$ cat src/rtl/aer_pkg.sv
// Shared types and helpers for the spike AER encoder.
// Optional feature macro: AER_TIMESTAMP_EN (adds the ts field to aer_event_t).
package aer_pkg;

    localparam int AER_DEFAULT_N    = 8;
    localparam int AER_DEFAULT_AW   = $clog2(AER_DEFAULT_N);
    localparam int AER_DEFAULT_TS_W = 16;
    // Widest spike vector the popcount helper accepts.
    localparam int AER_MAX_N        = 256;

    typedef struct packed {
        logic [AER_DEFAULT_AW-1:0]   addr;
`ifdef AER_TIMESTAMP_EN
        logic [AER_DEFAULT_TS_W-1:0] ts;
`endif
    } aer_event_t;

    // Number of set bits; callers zero-extend narrower vectors.
    function automatic int unsigned popcount(input logic [AER_MAX_N-1:0] vec);
        int unsigned cnt;
        cnt = 0;
        for (int i = 0; i < AER_MAX_N; i++) begin
            cnt = cnt + {31'd0, vec[i]};
        end
        return cnt;
    endfunction

endpackage

$ cat src/rtl/spike_aer_encoder_if.sv
// AER event stream: valid/ready handshake carrying a channel address.
// Optional feature macro: AER_TIMESTAMP_EN (adds aer_ts).
interface spike_aer_encoder_if #(
    parameter int ADDR_W = 3
`ifdef AER_TIMESTAMP_EN
    , parameter int TS_W = 16
`endif
) ();

    logic              aer_valid;
    logic [ADDR_W-1:0] aer_addr;
    logic              aer_ready;
`ifdef AER_TIMESTAMP_EN
    logic [TS_W-1:0]   aer_ts;
`endif

    modport master (
        output aer_valid,
        output aer_addr,
`ifdef AER_TIMESTAMP_EN
        output aer_ts,
`endif
        input  aer_ready
    );

    modport slave (
        input  aer_valid,
        input  aer_addr,
`ifdef AER_TIMESTAMP_EN
        input  aer_ts,
`endif
        output aer_ready
    );

endinterface

$ cat src/rtl/rr_arbiter.sv
// Combinational round-robin arbiter: grants the first request at or above
// ptr, wrapping to index 0.
module rr_arbiter #(
    parameter int N_INPUTS = 8,
    parameter int ADDR_W   = $clog2(N_INPUTS)
) (
    input  logic [N_INPUTS-1:0] req,
    input  logic [ADDR_W-1:0]   ptr,
    output logic                grant_valid,
    output logic [ADDR_W-1:0]   grant_idx
);

    logic [ADDR_W:0]   idx_sum;
    logic [ADDR_W-1:0] idx;

    // Scan offsets from ptr upward; the first hit wins. ptr < N_INPUTS, so
    // one conditional subtract is enough to wrap.
    always_comb begin
        grant_valid = 1'b0;
        grant_idx   = '0;
        idx_sum     = '0;
        idx         = '0;
        for (int k = 0; k < N_INPUTS; k++) begin
            idx_sum = {1'b0, ptr} + (ADDR_W+1)'(k);
            if (idx_sum >= (ADDR_W+1)'(N_INPUTS)) begin
                idx_sum = idx_sum - (ADDR_W+1)'(N_INPUTS);
            end
            idx = idx_sum[ADDR_W-1:0];
            if (!grant_valid && req[idx]) begin
                grant_valid = 1'b1;
                grant_idx   = idx;
            end
        end
    end

endmodule

$ cat src/rtl/spike_aer_encoder.sv
// Spike-to-AER encoder: buffers one pending bit per channel and serialises
// them through a round-robin arbiter into a valid/ready event stream.
// Spikes hitting an already-pending channel are dropped and counted.
// Optional feature macro: AER_TIMESTAMP_EN (cycle-counter timestamp on aer_ts).
module spike_aer_encoder
    import aer_pkg::*;
#(
    parameter int N_INPUTS = AER_DEFAULT_N,
    parameter int ADDR_W   = $clog2(N_INPUTS),
    parameter int DROP_W   = 16
`ifdef AER_TIMESTAMP_EN
    , parameter int TS_W   = 16
`endif
) (
    input  logic                clk,
    input  logic                rst,
    input  logic [N_INPUTS-1:0] spike_in,
    spike_aer_encoder_if.master aer,
    output logic                pending_any,
    output logic [DROP_W-1:0]   drop_cnt,
    input  logic                drop_clr
);

    localparam logic [32:0] DROP_MAX = 33'((64'd1 << DROP_W) - 64'd1);

    logic [N_INPUTS-1:0]  pending;
    logic [ADDR_W-1:0]    rr_ptr;
    logic                 out_valid;
    logic [ADDR_W-1:0]    out_addr;
    logic                 grant_valid;
    logic [ADDR_W-1:0]    grant_idx;
    logic                 out_free;
    logic                 load;
    logic [N_INPUTS-1:0]  grant_onehot;
    logic [N_INPUTS-1:0]  drop_vec;
    logic [AER_MAX_N-1:0] drop_vec_ext;
    logic [32:0]          drop_sum;

`ifdef AER_TIMESTAMP_EN
    logic [TS_W-1:0]      ts_cnt;
    logic [TS_W-1:0]      out_ts;
`endif

    rr_arbiter #(
        .N_INPUTS (N_INPUTS),
        .ADDR_W   (ADDR_W)
    ) u_arb (
        .req         (pending),
        .ptr         (rr_ptr),
        .grant_valid (grant_valid),
        .grant_idx   (grant_idx)
    );

    // Load decision and drop detection; a spike on the channel being granted
    // this edge re-arms it instead of counting as a drop.
    always_comb begin
        out_free     = !out_valid || aer.aer_ready;
        load         = out_free && grant_valid;
        grant_onehot = '0;
        if (load) begin
            grant_onehot[grant_idx] = 1'b1;
        end
        drop_vec     = spike_in & pending & ~grant_onehot;
        drop_vec_ext = '0;
        drop_vec_ext[N_INPUTS-1:0] = drop_vec;
        drop_sum     = 33'(drop_cnt) + 33'(popcount(drop_vec_ext));
    end

    // Pending bits and round-robin pointer.
    always_ff @(posedge clk or posedge rst) begin
        if (rst) begin
            pending <= '0;
            rr_ptr  <= '0;
        end else begin
            pending <= (pending & ~grant_onehot) | spike_in;
            if (load) begin
                rr_ptr <= (grant_idx == ADDR_W'(N_INPUTS - 1)) ? '0 : grant_idx + 1'b1;
            end
        end
    end

    // Output register: reloads only when free, so a stalled event stays put.
    always_ff @(posedge clk or posedge rst) begin
        if (rst) begin
            out_valid <= 1'b0;
            out_addr  <= '0;
`ifdef AER_TIMESTAMP_EN
            out_ts    <= '0;
`endif
        end else if (out_free) begin
            out_valid <= grant_valid;
            if (grant_valid) begin
                out_addr <= grant_idx;
`ifdef AER_TIMESTAMP_EN
                out_ts   <= ts_cnt;
`endif
            end
        end
    end

    // Saturating drop counter; clear takes priority over a same-cycle drop.
    always_ff @(posedge clk or posedge rst) begin
        if (rst) begin
            drop_cnt <= '0;
        end else if (drop_clr) begin
            drop_cnt <= '0;
        end else if (drop_sum > DROP_MAX) begin
            drop_cnt <= '1;
        end else begin
            drop_cnt <= drop_sum[DROP_W-1:0];
        end
    end

`ifdef AER_TIMESTAMP_EN
    // Free-running timestamp, wraps naturally.
    always_ff @(posedge clk or posedge rst) begin
        if (rst) begin
            ts_cnt <= '0;
        end else begin
            ts_cnt <= ts_cnt + 1'b1;
        end
    end

    assign aer.aer_ts = out_ts;
`endif

    assign aer.aer_valid = out_valid;
    assign aer.aer_addr  = out_addr;
    assign pending_any   = |pending;

endmodule

$ cat src/flat_wrapper.sv
// flat-port wrapper written by rule: the top's interface ports become plain ports
module spike_aer_encoder_flat import aer_pkg::*;
#(
    parameter int N_INPUTS = AER_DEFAULT_N,
    parameter int ADDR_W   = $clog2(N_INPUTS),
    parameter int DROP_W   = 16

)
  (clk, rst, spike_in, pending_any, drop_cnt, drop_clr, aer_aer_valid, aer_aer_addr, aer_aer_ready);
  spike_aer_encoder_if #(.ADDR_W(ADDR_W)) aer_i ();
  input  logic clk;
  input  logic rst;
  input  logic [N_INPUTS-1:0] spike_in;
  output logic pending_any;
  output logic [DROP_W-1:0] drop_cnt;
  input  logic drop_clr;
  output wire logic [$bits(aer_i.aer_valid)-1:0] aer_aer_valid;
  output wire logic [$bits(aer_i.aer_addr)-1:0] aer_aer_addr;
  input wire logic [$bits(aer_i.aer_ready)-1:0] aer_aer_ready;
  assign aer_aer_valid = aer_i.aer_valid;
  assign aer_aer_addr = aer_i.aer_addr;
  assign aer_i.aer_ready = aer_aer_ready;
  spike_aer_encoder #(.N_INPUTS(N_INPUTS), .ADDR_W(ADDR_W), .DROP_W(DROP_W)) u_core (.clk(clk), .rst(rst), .spike_in(spike_in), .aer(aer_i), .pending_any(pending_any), .drop_cnt(drop_cnt), .drop_clr(drop_clr));
endmodule
$ cat config.mk
export PLATFORM = sky130hd
export DESIGN_NAME = spike_aer_encoder_flat
export DESIGN_NICKNAME = d
export VERILOG_FILES = /design/src/rtl/aer_pkg.sv /design/src/rtl/spike_aer_encoder_if.sv /design/src/rtl/rr_arbiter.sv /design/src/rtl/spike_aer_encoder.sv /design/src/flat_wrapper.sv
export SDC_FILE = /design/constraint.sdc
export NUM_CORES = 1
export LEC_CHECK = 0
export CAP_MARGIN = 10
export CORE_ASPECT_RATIO = 1.4
export CORE_MARGIN = 2
export CORE_UTILIZATION = 60
export CTS_CLUSTER_DIAMETER = 150
export DETAILED_ROUTE_END_ITERATION = 12
export GPL_ROUTABILITY_DRIVEN = 0
export PLACE_DENSITY = 0.86
export SLEW_MARGIN = 10
export SYNTH_ARGS = -nofsm -noshare
export SYNTH_HDL_FRONTEND = slang
export SYNTH_HIERARCHICAL = 1
export SYNTH_SLANG_ARGS = --single-unit
$ cat constraint.sdc
create_clock -name clk -period 22.7 [get_ports clk]
set_input_delay 6.81 -clock clk [delete_from_list [all_inputs] [get_ports clk]]
set_output_delay 6.81 -clock clk [all_outputs]
set_load 0.02 [all_outputs]
==> results of run 1 <==
## layer usage
layer  vias up  GRT usage
met5         -          0
met4         0    0.09773
met3        12    0.03382
met2        63     0.5389
met1      1095     0.3081
li1       1067          -
## cells in the mapped netlist (2+ instances only)
cell type,count,share of area
mux4_2,6,0.054
o22ai_1,2,0.0050
o211ai_1,2,0.0060
a221oi_1,2,0.0069
and4_1,3,0.010
nor2b_1,2,0.0050
inv_1,16,0.024
nand2_1,26,0.039
mux2_4,2,0.012
and3_1,6,0.015
xnor2_1,6,0.021
a31oi_1,5,0.012
buf_6,2,0.0089
a21o_1,2,0.0060
nor2_1,19,0.028
o31ai_1,5,0.015
nand2b_1,7,0.017
nand3_1,8,0.016
nor2_2,2,0.0050
fa_1,5,0.040
o21ai_0,11,0.022
a21oi_1,17,0.034
mux2i_1,11,0.044
a211oi_1,2,0.0060
nand4_1,3,0.0074
and2_1,2,0.0050
nor4_1,7,0.017
mux2_2,9,0.040
nor3_1,8,0.016
buf_4,3,0.0089
dfrtp_1,31,0.31
xor2_1,4,0.014
or3_1,2,0.0050
ha_1,10,0.050
nand3b_1,2,0.0060
## registers in the layout (all words and copies together) (netlist names)
name	count
u_core/pending	8
u_core/rr_ptr	3
u_core/drop_cnt	16
u_core/aer.aer_valid	1
u_core/aer.aer_addr	3
## worst max-delay path by stage
stage,from,end,depth (start not counted)
6_report,aer_aer_ready,u_core/drop_cnt[15],16
5_1_grt,aer_aer_ready,u_core/drop_cnt[15],16
4_1_cts,aer_aer_ready,u_core/drop_cnt[15],16
3_5_place_dp,aer_aer_ready,u_core/drop_cnt[15],16
3_3_place_gp,aer_aer_ready,u_core/drop_cnt[15],16
2_1_floorplan,aer_aer_ready,u_core/drop_cnt[11],16
## worst reg2reg max path: stages, from the launching register on
cell and delay (ns):
dfrtp_1 0.64, inv_1 0.35, ha_1 0.73, mux4_2 0.63
mux2i_1 0.26, nand2_1 0.15, nor4_1 0.53, or4b_1 0.23
a221oi_2 0.06, o22ai_1 0.50, nand2b_1 0.15, o21ai_0 0.24
nor2_1 0.08, fa_1 0.48, inv_1 0.05, fa_1 0.53
inv_1 0.06, fa_1 0.50, fa_1 0.49, fa_1 0.44
a211o_1 0.34, and3_1 0.32, nor4b_1 0.36, a211oi_1 0.09
## kinds of logic (layout without fill, tap and decap cells)
logic type      count (synthesis)  after routing  synth area share
fa+ha+maj                      15             15           0.08929
mux                            29             29            0.1548
flops                          31             31            0.3075
buf+inv                        24             56           0.04662
compound gates                 58             58            0.1518
simple gates                  103            103            0.2153
xor+xnor                       10             10           0.03472
## per-stage QoR
stage               instance area (um^2)  std cells  utilization  total power [mW]
finish                              2934        345       0.7360            0.4050
global route                        2934        345       0.7360            0.4423
CTS                                 2934        345       0.7360            0.4048
detailed placement                  2846        338       0.7141            0.3589
global placement                    2846        338       0.7141            0.3505
floorplan                           2522        270            -            0.3006
## placed cells by master (no fill, tap or decap), types with 3 or more instances in the layout
master | Yosys | routed
clkdlybuf4s50_1 | 0 | 32
dfrtp_1 | 31 | 31
nand2_1 | 26 | 26
nor2_1 | 19 | 19
a21oi_1 | 17 | 17
inv_1 | 16 | 16
o21ai_0 | 11 | 11
mux2i_1 | 11 | 11
ha_1 | 10 | 10
mux2_2 | 9 | 9
nand3_1 | 8 | 8
nor3_1 | 8 | 8
nand2b_1 | 7 | 7
nor4_1 | 7 | 7
clkbuf_8 | 0 | 6
and3_1 | 6 | 6
xnor2_1 | 6 | 6
mux4_2 | 6 | 6
o31ai_1 | 5 | 5
a31oi_1 | 5 | 5
fa_1 | 5 | 5
xor2_1 | 4 | 4
and4_1 | 3 | 3
nand4_1 | 3 | 3
## power by group through the flow
| stage | Combinational [mW] | Clock (mW) | Sequential (mW) |
|---|---|---|---|
| 2_1_floorplan | 0.213 | 0 | 0.0877 |
| 3_3_place_gp | 0.258 | 0 | 0.0922 |
| 3_5_place_dp | 0.266 | 0 | 0.0932 |
| 4_1_cts | 0.268 | 0.0443 | 0.0922 |
| 5_1_grt | 0.300 | 0.0467 | 0.0956 |
| 6_report | 0.269 | 0.0433 | 0.0925 |
## final cells by class
type,instances,area [um^2],area share
clock buffers,6,82.58,0.02815
well taps,43,53.80,0.01834
flip-flops and latches,31,775.7,0.2644
inverters,16,60.06,0.02047
clock inverters,1,5.005,0.001706
multi-input cells,215,1629,0.5552
repair buffers,33,327.8,0.1117
==> reports/qor.csv, run 1 <==
stage,metric,value,unit
status,status,finished clean,
critical_path,crit_chain,clkdlybuf4s50_1 -> nand2b_1 -> nand3b_1 -> o31ai_1 -> nor2_1 -> fa_1 -> inv_1 -> fa_1 -> inv_1 -> fa_1 -> fa_1 -> fa_1 -> a211o_1 -> and3_1 -> nor4b_1 -> a211oi_1,
pwr,switchingPower,0.1918,mW
pwr,switching_share,0.4737,
critical_path,ff2ff_setup_slack,14.35,ns
yosys,synth_edf_count,0,
clocking,hold_buffers,0,
final_layout,fill_cells,298,
die,core-area,3986,um^2
die,die_w,58.80,um
critical_path,cp-start-kind,input port,
yosys,synthArstFlopShare,1.000,
clocking,cts_made_buffers,5,
final_layout,antennaDiodeCount,0,
pwr,p_leak,1.206,nW
clocking,post_cts_buffers,0,
final_layout,syn_to_final_growth,16.32,%
sta,layout_min_cycle_time,11.58,ns
clocking,cts_tree,yes,
yosys,netlist_area,2522,um^2
global_route,grt_pass1_wl,10320,um
critical_path,crit_type,input port to flop,
route,wl_met1,2234,um
critical_path,critical_path.max_stage_delay,0.53,ns
sta,worst_clock_skew,0.001900,ns
clocking,h-tree-depth,2,
sta,tightest_slew,0.6784,ns
place,place_worst_setup_slack,10.86,ns
yosys,syn_nets,297,
job,drv_cap,0,
pwr,power.sequential.fraction,0.228,
final_layout,drive_above_1_share,0.1060,
route,wl_per_cell,17.28,um
clocking,cts.sinks,31,
place,hpwl,4523,um
yosys,postSynthCellCount,270,
sta,setup_tns,0,ns
route,firstDrtPassIters,4,
sta,setup_viol,0,
route,routed_via_density,6.484,
sta,rsz0062_at_grt,false,
clocking,cts_root_buf,clkbuf_8,
global_route,grt_pass1_vias,2263,
hold_path,worstHoldEndpoint,u_core/aer.aer_addr[2],
critical_path,cp_max_fo,13,
global_route,grt_overflow,0,
sta,holdWs,0.5196,ns
yosys,postSynthAreaPerCell,9.342,um^2
route,dr_total_vias,2237,
route,routed.top_layer,met4,
critical_path,cpLargestDelayFamily,adder cells,
die,start_util,0.6328,
critical_path,r2r-start,u_core/rr_ptr[0],
pwr,cellInternalPower,0.2131,mW
yosys,ys.flop_type,dfrtp_1,
clocking,cts_resized,0,
die,die_area,4746,um^2
critical_path,cp_num_buf_inv,3,
hold_path,hp-start,u_core/aer.aer_addr[2],
clocking,clock_latency,0.28,ns
global_route,grt_antenna_before_repair,0,
yosys,ys_warn_count,6,
clocking,cts.clk_slew.worst_paths,0.06,ns
pwr,p_clk_frac,0.107,
route,drtAntennaViolNets,0,
yosys,ys_types,55,
die,die_h,80.72,um
sta,slew_headroom,0.5477,
critical_path,arrival,11.71,ns
hold_path,hp-class,flop to flop,
sta,finalHoldViolCount,0,
critical_path,end_kind,flop,
place,portBuffers,32,
pwr,ir_worst_vdd,0.0001143,V
route,wl,5963,um
route,wl_met2,3434,um
clocking,clock_path_buffers,2,
critical_path,worstPathRequired,22.83,ns
route,remaining_drc_errors,0,
route,wl_met3,202,um
sta,period_share,0.5103,
final_layout,final_nets,329,
sta,drv_slew,0,
global_route,grtUsageTotal,0.2810,
die,ios,33,
critical_path,cp_slowest_cell,fa_1,
pwr,power_density,138.0,nW/um^2
die,row_count,27,
critical_path,cpMostUsedCell,fa_1,
global_route,grt_max_degree,32,
critical_path,ff2ff_path_depth,23,
critical_path,timing.rr.end,u_core/drop_cnt[15],
route,drt_iter0_markers,158,
sta,timing.fmax,0.08632,GHz
hold_path,whs_path_depth,1,
yosys,synth-seq-cells,31,
pwr,p_comb_frac,0.665,
yosys,ys_seq_area_frac,0.3075,
sta,setup_ws,11.12,ns
No activity file was read; power rests on OpenSTA's default activity.
==> run 2: changes to the inputs <==
--- a/config.mk
+++ b/config.mk
@@ -8,11 +8,11 @@
 export CAP_MARGIN = 10
 export CORE_ASPECT_RATIO = 1.4
 export CORE_MARGIN = 2
-export CORE_UTILIZATION = 60
+export CORE_UTILIZATION = 56
 export CTS_CLUSTER_DIAMETER = 150
 export DETAILED_ROUTE_END_ITERATION = 12
 export GPL_ROUTABILITY_DRIVEN = 0
-export PLACE_DENSITY = 0.86
+export PLACE_DENSITY = 0.81
 export SLEW_MARGIN = 10
 export SYNTH_ARGS = -nofsm -noshare
 export SYNTH_HDL_FRONTEND = slang
==> constraint.sdc (replaced) <==
create_clock -name clk -period 11.2 [get_ports clk]
set_input_delay 3.36 -clock clk [delete_from_list [all_inputs] [get_ports clk]]
set_output_delay 3.36 -clock clk [all_outputs]
set_load 0.02 [all_outputs]
==> reports/qor.csv, run 2 (synthesized netlist as in run 1, its figures left out) <==
stage,metric,value,unit,change
critical_path,cp-start-kind,flop,,was input port
critical_path,critical_path.max_stage_delay,0.75,ns,was 0.53 ns
sta,worst_clock_skew,0.01089,ns,was 0.001900 ns
status,status,finished clean,,unchanged
route,remaining_drc_errors,0,,unchanged
critical_path,r2r-start,u_core/rr_ptr[0],,unchanged
final_layout,fill_cells,350,,was 298
critical_path,timing.rr.end,u_core/drop_cnt[15],,unchanged
sta,slew_headroom,0.5425,,was 0.5477
critical_path,cp_num_buf_inv,3,,unchanged
final_layout,final_nets,329,,unchanged
die,ios,33,,unchanged
global_route,grt_max_degree,32,,unchanged
sta,period_share,0.7453,,
route,routed_via_density,6.077,,was 6.484
final_layout,top_regs,"u_core/drop_cnt (16), u_core/pending (8)",,unchanged
clocking,cts_root_buf,clkbuf_8,,unchanged
final_layout,syn_to_final_growth,18.35,%,was 16.32%
die,row_count,28,,was 27
final_layout,antennaDiodeCount,0,,unchanged
critical_path,ff2ff_setup_slack,2.85,ns,was 14.35 ns
die,core-area,4274,um^2,was 3986 um^2
clocking,cts_made_buffers,5,,unchanged
critical_path,startpoint,u_core/rr_ptr[0],,was aer_aer_ready
route,wl_per_cell,16.65,um,was 17.28 um
die,start_util,0.5902,,was 0.6328
sta,drv_slew,0,,unchanged
die,die_h,83.41,um,was 80.72 um
clocking,clock_latency,0.29,ns,was 0.28 ns
place,placed_cells,355,,was 338
critical_path,worstSetupEndpoint,u_core/drop_cnt[15],,unchanged
global_route,grt_antenna_before_repair,0,,unchanged
clocking,hold_buffers,0,,unchanged
pwr,p_leak,1.220,nW,was 1.206 nW
critical_path,cp_slowest_cell,ha_1,,was fa_1
sta,setup_ws,2.853,ns,was 11.12 ns
global_route,grt_pass1_vias,2232,,was 2263
sta,setup_tns,0,ns,unchanged
die,die_area,5065,um^2,was 4746 um^2
critical_path,cpLargestDelayFamily,adder cells,,unchanged
final_layout,final_cell_mix,"32 x clkdlybuf4s50_1, 31 x dfrtp_1, 26 x nand2_1, 19 x nor2_1, 17 x a21oi_1",,unchanged
global_route,grtUsageTotal,0.2638,,was 0.2810
critical_path,crit_chain,inv_1 -> ha_1 -> mux4_2 -> mux2i_1 -> nand2_1 -> or4b_4 -> nor2_2 -> nand2_1 -> o22ai_1 -> nand2b_1 -> o21ai_0 -> nor2_1 -> fa_1 -> inv_1 -> fa_1 -> inv_1 -> fa_1 -> fa_1 -> fa_1 -> a211o_1 -> and3_1 -> nor4b_1 -> a211oi_1,,was clkdlybuf4s50_1 -> nand2b_1 -> nand3b_1 -> o31ai_1 -> nor2_1 -> fa_1 -> inv_1 -> fa_1 -> inv_1 -> fa_1 -> fa_1 -> fa_1 -> a211o_1 -> and3_1 -> nor4b_1 -> a211oi_1
hold_path,hp-class,flop to flop,,unchanged
critical_path,worstPathRequired,11.33,ns,was 22.83 ns
critical_path,end_kind,flop,,unchanged
sta,layout_min_cycle_time,8.347,ns,
clocking,post_cts_buffers,0,,unchanged
critical_path,cpMostUsedCell,fa_1,,unchanged
clocking,cts_resized,0,,unchanged
final_layout,largest_register_ff_count,16,,unchanged
global_route,grt_pass1_wl,10190,um,was 10320 um
pwr,power_density,285.5,nW/um^2,was 138.0 nW/um^2
route,drt_iter0_markers,168,,was 158
critical_path,cp_num_cells,23,,was 16
clocking,clock_path_buffers,2,,unchanged
sta,timing.fmax,0.1198,GHz,
clocking,cts.clk_slew.worst_paths,0.07,ns,was 0.06 ns
critical_path,cp_max_fo,13,,unchanged
clocking,h-tree-depth,2,,unchanged
route,drtAntennaViolNets,0,,unchanged
clocking,cts.sinks,31,,unchanged
sta,setup_viol,0,,unchanged
global_route,grt_overflow,0,,unchanged
place,portBuffers,32,,unchanged
route,firstDrtPassIters,4,,unchanged
job,drv_cap,0,,unchanged
final_layout,drive_above_1_share,0.1089,,was 0.1060
critical_path,ff2ff_path_depth,23,,unchanged
die,die_w,60.72,um,was 58.80 um
route,dr_total_vias,2206,,was 2237
pwr,ir_worst_vdd,0.0002263,V,was 0.0001143 V
final_layout,finalNonFillerCells,363,,was 345
final_layout,final_common_cell,clkdlybuf4s50_1,,unchanged
place,hpwl,4463,um,was 4523 um
critical_path,arrival,8.48,ns,was 11.71 ns
final_layout,regMostFlops,u_core/drop_cnt,,unchanged
final_layout,register_area,775.7,um^2,unchanged
clocking,cts_tree,yes,,unchanged
place,place_worst_setup_slack,2.825,ns,was 10.86 ns
sta,rsz0062_at_grt,false,,unchanged
sta,tightest_slew,0.6862,ns,was 0.6784 ns
route,wl,6044,um,was 5963 um
critical_path,crit_type,flop to flop,,was input port to flop
final_layout,multi_input_area,1629,um^2,unchanged
sta,finalHoldViolCount,0,,unchanged
## run 2: cell count changes in the layout (fill, tap and decap cells not counted)
cell / previous run / this run
bufinv_16: 0 / 1
## run 2: layout make-up
| cell class | count | area share |
|---|---|---|
| Clock buffer | 6 | 0.02766 |
| Multi-Input combinational cell | 215 | 0.5457 |
| Sequential cell | 31 | 0.2598 |
| Tap cell | 60 | 0.02515 |
| Inverter | 16 | 0.02012 |
| Timing Repair Buffer | 33 | 0.1098 |
| Clock inverter | 2 | 0.01174 |
## run 2: worst min path at each step
stage | from | endpoint | slack [ns] | cells past startpoint
6_report | u_core/aer.aer_addr[0] | u_core/aer.aer_addr[0] | 0.48 | 2
5_1_grt | u_core/aer.aer_addr[1] | u_core/aer.aer_addr[1] | 0.55 | 1
4_1_cts | u_core/aer.aer_addr[0] | u_core/aer.aer_addr[0] | 0.49 | 2
3_5_place_dp | u_core/aer.aer_addr[0] | u_core/aer.aer_addr[0] | 0.47 | 2
3_3_place_gp | u_core/aer.aer_addr[0] | u_core/aer.aer_addr[0] | 0.48 | 2
2_1_floorplan | u_core/rr_ptr[0] | u_core/rr_ptr[0] | 0.48 | 2
## run 2: metrics by stage
step / utilization / hold slack [ns] / total power [mW] / cell area (um^2)
after global routing: 0.6985 / 0.5451 / 0.9320 / 2985
after detailed placement: 0.6710 / 0.4737 / 0.7291 / 2868
final: 0.6985 / 0.4834 / 0.8524 / 2985
after floorplan: - / 0.4784 / 0.6093 / 2522
after CTS: 0.6985 / 0.4892 / 0.8536 / 2985
after global placement: 0.6710 / 0.4753 / 0.7119 / 2868
## run 2: worst reg2reg max path, stage by stage, from the launching register on
cell	delay, ns
dfrtp_1	0.65
inv_1	0.35
ha_1	0.75
mux4_2	0.65
mux2i_1	0.27
nand2_1	0.15
or4b_4	0.60
nor2_2	0.14
nand2_1	0.09
o22ai_1	0.47
nand2b_1	0.14
o21ai_0	0.25
nor2_1	0.08
fa_1	0.48
inv_1	0.05
fa_1	0.52
inv_1	0.05
fa_1	0.50
fa_1	0.49
fa_1	0.44
a211o_1	0.33
and3_1	0.31
nor4b_1	0.35
a211oi_1	0.08
## run 2: per-layer routing
layer | up-vias | share of wire | track usage
li1 | 1070 | - | -
met1 | 1052 | 0.38 | 0.3057
met3 | 21 | 0.033 | 0.03738
met5 | - | 0 | 0
met2 | 63 | 0.55 | 0.4604
met4 | 0 | 0.035 | 0.1166
## run 2: where the power goes
part	internal [mW]	switching [mW]	total, mW
clock network	0.0719	0.0428	0.115
registers	0.139	0.0481	0.187
logic	0.246	0.305	0.551
==> run 3: changes to the inputs <==
--- a/config.mk
+++ b/config.mk
@@ -8,11 +8,11 @@
 export CAP_MARGIN = 10
 export CORE_ASPECT_RATIO = 1.4
 export CORE_MARGIN = 2
-export CORE_UTILIZATION = 56
+export CORE_UTILIZATION = 50
 export CTS_CLUSTER_DIAMETER = 150
 export DETAILED_ROUTE_END_ITERATION = 12
 export GPL_ROUTABILITY_DRIVEN = 0
-export PLACE_DENSITY = 0.81
+export PLACE_DENSITY = 0.76
 export SLEW_MARGIN = 10
 export SYNTH_ARGS = -nofsm -noshare
 export SYNTH_HDL_FRONTEND = slang
==> constraint.sdc (replaced) <==
create_clock -name clk -period 7.4 [get_ports clk]
set_input_delay 2.22 -clock clk [delete_from_list [all_inputs] [get_ports clk]]
set_output_delay 2.22 -clock clk [all_outputs]
set_load 0.02 [all_outputs]
==> reports/qor.csv, run 3 (synthesized netlist as in run 1, its figures left out) <==
stage,metric,value,unit,change
status,status,finished clean,,unchanged
pwr,ir_worst_vdd,0.0002879,V,was 0.0002263 V
route,routed_via_density,6.043,,was 6.077
route,drt_iter0_markers,95,,was 168
sta,worst_clock_skew,0.01041,ns,was 0.01089 ns
sta,tightest_slew,0.6048,ns,was 0.6862 ns
hold_path,hp-class,flop to flop,,unchanged
die,core-area,4842,um^2,was 4274 um^2
critical_path,cp_max_fo,13,,unchanged
die,die_h,88.04,um,was 83.41 um
clocking,cts_tree,yes,,unchanged
clocking,cts_root_buf,clkbuf_8,,unchanged
final_layout,regMostFlops,u_core/drop_cnt,,unchanged
sta,setup_tns,0,ns,unchanged
critical_path,worstPathRequired,7.54,ns,was 11.33 ns
route,drtAntennaViolNets,0,,unchanged
place,placed_cells,367,,was 355
clocking,cts_resized,0,,unchanged
pwr,power_density,432.1,nW/um^2,was 285.5 nW/um^2
die,row_count,30,,was 28
die,die_area,5637,um^2,was 5065 um^2
job,drv_cap,0,,unchanged
place,portBuffers,32,,unchanged
sta,period_share,0.9606,,was 0.7453
pwr,p_leak,1.248,nW,was 1.220 nW
clocking,clock_latency,0.28,ns,was 0.29 ns
final_layout,syn_to_final_growth,21.48,%,was 18.35%
die,start_util,0.5209,,was 0.5902
global_route,grt_pass1_vias,2169,,was 2232
die,ios,33,,unchanged
clocking,clock_path_buffers,2,,unchanged
clocking,post_cts_buffers,0,,unchanged
final_layout,largest_register_ff_count,16,,unchanged
final_layout,finalNonFillerCells,375,,was 363
global_route,grt_antenna_before_repair,0,,unchanged
final_layout,final_common_cell,clkdlybuf4s50_1,,unchanged
global_route,grt_overflow,0,,unchanged
clocking,cts_made_buffers,5,,unchanged
global_route,grt_max_degree,32,,unchanged
critical_path,arrival,7.25,ns,was 8.48 ns
route,dr_total_vias,2266,,was 2206
final_layout,final_nets,337,,was 329
final_layout,final_cell_mix,"32 x clkdlybuf4s50_1, 31 x dfrtp_1, 26 x nand2_1, 19 x nor2_1, 17 x a21oi_1",,unchanged
clocking,cts.sinks,31,,unchanged
sta,finalHoldViolCount,0,,unchanged
sta,holdWs,0.4942,ns,was 0.4834 ns
critical_path,crit_type,flop to flop,,unchanged
clocking,h-tree-depth,2,,unchanged
route,wl,6052,um,was 6044 um
route,firstDrtPassIters,4,,unchanged
final_layout,fill_cells,411,,was 350
place,hpwl,4633,um,was 4463 um
sta,drv_slew,0,,unchanged
clocking,cts.clk_slew.worst_paths,0.07,ns,about the same
critical_path,cp-start-kind,flop,,unchanged
route,wl_per_cell,16.14,um,was 16.65 um
critical_path,end_kind,flop,,unchanged
route,remaining_drc_errors,0,,unchanged
global_route,grt_pass1_wl,9901,um,was 10190 um
die,die_w,64.03,um,was 60.72 um
final_layout,drive_above_1_share,0.1543,,was 0.1089
sta,layout_min_cycle_time,7.108,ns,was 8.347 ns
final_layout,top_regs,"u_core/drop_cnt (16), u_core/pending (8)",,unchanged
sta,slew_headroom,0.5956,,was 0.5425
final_layout,antennaDiodeCount,0,,unchanged
clocking,hold_buffers,0,,unchanged
global_route,grtUsageTotal,0.2228,,was 0.2638
sta,setup_viol,0,,unchanged
sta,timing.fmax,0.1407,GHz,was 0.1198 GHz
run 3: changes by cell type in the layout (fill, tap and decap cells not counted), sizes merged:
cell      before  now
clkinv         1    0
clkinvlp       0    1
bufinv         1    0
clkbuf         6    7
buf            1    9
run 3: power breakdown:
group          internal, mW  leakage (nW)  switching (mW)
logic                 0.414         0.823           0.500
clock network        0.0845        0.0505          0.0640
registers             0.210         0.374          0.0513
total                 0.709          1.25           0.615
run 3: path summary, 6_finish.rpt:
check | to | depth (start not counted) | from | slack (ns)
worst max-delay path | u_core/drop_cnt[15] | 22 | u_core/rr_ptr[1] | 0.29
worst min-delay path | u_core/aer.aer_addr[0] | 2 | u_core/aer.aer_addr[0] | 0.49
worst max register to register | u_core/drop_cnt[15] | 22 | u_core/rr_ptr[1] | 0.29
worst min register to register | u_core/aer.aer_addr[0] | 2 | u_core/aer.aer_addr[0] | 0.49
max in group asynchronous | u_core/pending[7] | 3 | rst | 4.78
min in group asynchronous | u_core/drop_cnt[14] | 3 | rst | 2.32
run 3: area by class of cell:
type,instances,area [um^2],share of cell area
Clock buffer,7,96.34,0.03144
Clock inverter,1,7.507,0.002450
Inverter,16,60.06,0.01960
Multi-Input combinational cell,215,1657,0.5406
Sequential cell,31,775.7,0.2532
Tap cell,64,80.08,0.02613
Timing Repair Buffer,41,387.9,0.1266
run 3: through the flow:
stage	power, mW	area, um^2	util	setup WS [ns]
after floorplan	0.9222	2522	-	0.2415
after global placement	1.128	2933	0.6057	0.2056
after detailed placement	1.140	2933	0.6057	0.1308
after CTS	1.300	3037	0.6271	0.1208
after global routing	1.440	3064	0.6328	-0.02126
final	1.324	3064	0.6328	0.2916
run 3: worst max-delay path, stage by stage, from the launching register on:
cell      delay [ns]
dfrtp_1         0.34
inv_1           0.06
ha_2            0.41
mux2_2          0.40
mux4_2          0.52
and3_1          0.19
a31oi_1         0.12
or4b_1          0.46
a221oi_2        0.35
o22ai_2         0.20
o31ai_2         0.28
nor2_1          0.09
fa_1            0.50
inv_1           0.05
fa_1            0.53
inv_1           0.06
fa_1            0.50
fa_1            0.49
fa_2            0.39
a211o_1         0.33
and3_2          0.29
nor4b_1         0.32
a211oi_1        0.08
run 3: metal layers:
metal | track usage | wire [um] | vias up
met5 | 0 | 0 | -
met4 | 0.09289 | 170 | 0
met3 | 0.02828 | 240 | 17
met2 | 0.4252 | 3299 | 68
met1 | 0.2461 | 2342 | 1097
li1 | - | - | 1084
==> RTL edit (flow settings as in run 1) <==
Register the output `drop_cnt` once more; this adds one clock of latency there. The other outputs are not delayed to match.
--- a/src/rtl/spike_aer_encoder.sv
+++ b/src/rtl/spike_aer_encoder.sv
@@ -22,6 +22,8 @@
 );
 
     localparam logic [32:0] DROP_MAX = 33'((64'd1 << DROP_W) - 64'd1);
+
+    logic [DROP_W-1:0] drop_cnt_s0;
 
     logic [N_INPUTS-1:0]  pending;
     logic [ADDR_W-1:0]    rr_ptr;
@@ -63,7 +65,7 @@
         drop_vec     = spike_in & pending & ~grant_onehot;
         drop_vec_ext = '0;
         drop_vec_ext[N_INPUTS-1:0] = drop_vec;
-        drop_sum     = 33'(drop_cnt) + 33'(popcount(drop_vec_ext));
+        drop_sum     = 33'(drop_cnt_s0) + 33'(popcount(drop_vec_ext));
     end
 
     // Pending bits and round-robin pointer.
@@ -101,13 +103,13 @@
     // Saturating drop counter; clear takes priority over a same-cycle drop.
     always_ff @(posedge clk or posedge rst) begin
         if (rst) begin
-            drop_cnt <= '0;
+            drop_cnt_s0 <= '0;
         end else if (drop_clr) begin
-            drop_cnt <= '0;
+            drop_cnt_s0 <= '0;
         end else if (drop_sum > DROP_MAX) begin
-            drop_cnt <= '1;
+            drop_cnt_s0 <= '1;
         end else begin
-            drop_cnt <= drop_sum[DROP_W-1:0];
+            drop_cnt_s0 <= drop_sum[DROP_W-1:0];
         end
     end
 
@@ -128,5 +130,9 @@
     assign aer.aer_addr  = out_addr;
     assign pending_any   = |pending;
 
+    always_ff @(posedge clk) begin
+        drop_cnt <= drop_cnt_s0;
+    end
+
 endmodule
 
Formal check against the unedited RTL: not equivalent (a bounded check fails within 4 cycles, from zero or initial values and one cycle with rst high).
==> RTL edit against run 1 <==
  * Final area grew 12%
  * Utilization fell by 0.89 points
  * Power grew 10%
  * Setup slack worse by 0.067 ns
  * Synthesized area grew 13%
  * Sequential share of layout area is 6.8 points higher
  * Critical path type unchanged
  * Wire length increased by 9.0%
  * Non-clock buffer count did not move
  * Sequential cell count rose by 16
  * Highest routed layer unchanged
  * Via count rose by 7.1%
  * Count of clock-buffer cells in the layout up 1
  * Clock power increased by 38%
==> RTL edit: results (changes against run 1) <==
overall routing resource usage 26.5% (-1.6 points); largest net degree at the start of global routing 32 (unchanged); Syn. warnings 6 (unchanged); Worst Hold Depth 0 (-1); hold crit path type flip-flop to flip-flop; vias post-DR 2396 (+7.1%); worst IR drop on VDD 0.117 mV (+2.6%); syn nets 314 (+5.7%); placed inst area 3190 um2 (+12%); Clock Latency Late Sink 0.30 ns (+0.02 ns); Fill cells 326 (+9.4%); routed len/inst 17.0 um (-1.6%); Gate power share 58.7% (-7.8 points); R2R setup slack 14.21 ns (-0.14 ns); Synth top cells by count dfrtp_1, nand2_1, nor2_1; slowest stage cell, crit path a221oi_1; initial antenna violation count 0 (unchanged); hold endpoint u_core/drop_cnt[2]$_DFF_P_; CP max stage delay 0.93 ns (+0.40 ns); I/O Buffers 32 (unchanged); CP max FO 11 (-2); max_slew headroom 23.9% (-31 points); layout cells sized above 1 10.0% (-0.60 points); number of DRC markers in iteration 0 141 (-11%); clk_skew 0.00491 ns (+0.00301 ns); vias in the first global route 2502 (+11%); H-Tree Depth 2 (unchanged); largest registers u_core/drop_cnt: 16 flops, u_core/drop_cnt_s0: 16 flops, u_core/pending: 8 flops; Critical Path AT 11.87 ns (+0.16 ns); clk root buf clkbuf_8; Post-synth EDFFs 0 (unchanged); post-synth cell types 52 (-5.5%); nets@finish 346 (+5.2%); clk slew on worst S/H paths 0.08 ns (+0.02 ns); Num CTS Buffers 5 (unchanged); worst r2r src u_core/rr_ptr[0]$_DFFE_PP0P_; ant diodes 0 (unchanged); top post-synthesis cells by area dfrtp_1, dfxtp_1, mux4_2; First-pass DRT Iterations 4 (unchanged); run status finished clean; P_int 249 uW (+17%); dpl hpwl 4.77 mm (+5.4%); ys async rst share 66.0% (-34 points); worst reg2reg path depth 22 (-4.3%); Longest Clk Path Bufs 2 (unchanged); Pleak 0.00131 uW (+8.5%); total congestion overflow 0 (unchanged); top_reg_cell synth dfrtp_1; first-pass GRT wire length 11.2 mm (+8.5%); r2r endpoint u_core/drop_cnt_s0[9]$_DFF_PP0_; Resize count post-CTS 0 (unchanged); sequential element share of the synthesized area 38.6% (+7.9 points); Hold Crit Start u_core/drop_cnt_s0[2]$_DFF_PP0_; Post-CTS Setup Inserts 0 (unchanged)
[RTL edit: kinds of logic (layout without fill, tap and decap cells)]
| family | count (synthesis) | after routing | share of synthesized area, % |
|---|---|---|---|
| DFF | 47 | 47 | 38.6 |
| buffers and inverters | 24 | 57 | 3.92 |
| AOI/OAI and AO/OA | 54 | 54 | 12.3 |
| adders and majority gates | 15 | 15 | 7.94 |
| xor gates and xnor gates | 10 | 10 | 3.09 |
| muxes | 30 | 30 | 14.1 |
| and+or+nand+nor | 107 | 107 | 20.1 |
[RTL edit: how the worst max path moves through the flow]
stage	depth (start not counted)	startpoint	to	slack [ns]
6_report	15	aer_aer_ready	u_core/drop_cnt_s0[9]$_DFF_PP0_	11.05
5_1_grt	15	aer_aer_ready	u_core/drop_cnt_s0[7]$_DFF_PP0_	10.75
4_1_cts	16	aer_aer_ready	u_core/drop_cnt_s0[11]$_DFF_PP0_	11.09
3_5_place_dp	16	aer_aer_ready	u_core/drop_cnt_s0[14]$_DFF_PP0_	10.83
3_3_place_gp	16	aer_aer_ready	u_core/drop_cnt_s0[14]$_DFF_PP0_	10.95
2_1_floorplan	15	aer_aer_ready	u_core/drop_cnt_s0[14]$_DFF_PP0_	11.80
[RTL edit: power by group through the flow]
stage | clock network (uW) | registers, uW | logic (uW)
global placement | 0 | 124 | 247
finish | 59.9 | 124 | 262
floorplan | 0 | 120 | 207
global route | 63.7 | 127 | 294
CTS | 61.0 | 124 | 262
detailed placement | 0 | 125 | 258
[RTL edit: area by class of cell]
cell class                 instances  area, um2  share of cell area, %
inverter                          16       60.1                   1.82
multi-input combinational        216       1630                   49.4
clock buffer                       7       76.3                   2.31
sequential                        47       1100                   33.2
tap                               62       77.6                   2.35
timing repair buffer              33        328                   9.94
clock inverter                     1       30.0                  0.910
[RTL edit: critical path, delay by kind of cell]
kind                     cells  cell delay, ns
AND/OR/NAND/NOR              3            0.47
adder cells (fa/ha/maj)      4            2.06
buffers and inverters        3            0.57
AO/OA/AOI/OAI                5            1.96
[RTL edit: metal layers]
metal	global-route usage, %	up-vias	wire length (um)	part of all wire [%]
li1	-	1122	-	-
met1	27.4	1168	2370	36
met2	50.6	77	3640	56
met3	4.11	29	232	3.6
met4	14.9	0	257	4.0
met5	0	-	0	0
[RTL edit: metrics by stage]
stage	worst slack [ns]	cells	power [uW]	utilization, %	hold WS [ns]
after floorplan	11.80	287	327	-	0.353
after global placement	10.95	374	372	70.4	0.365
after detailed placement	10.83	374	384	70.4	0.365
after CTS	11.09	382	446	72.7	0.385
after global routing	10.75	382	485	72.7	0.395
final	11.05	382	446	72.7	0.381
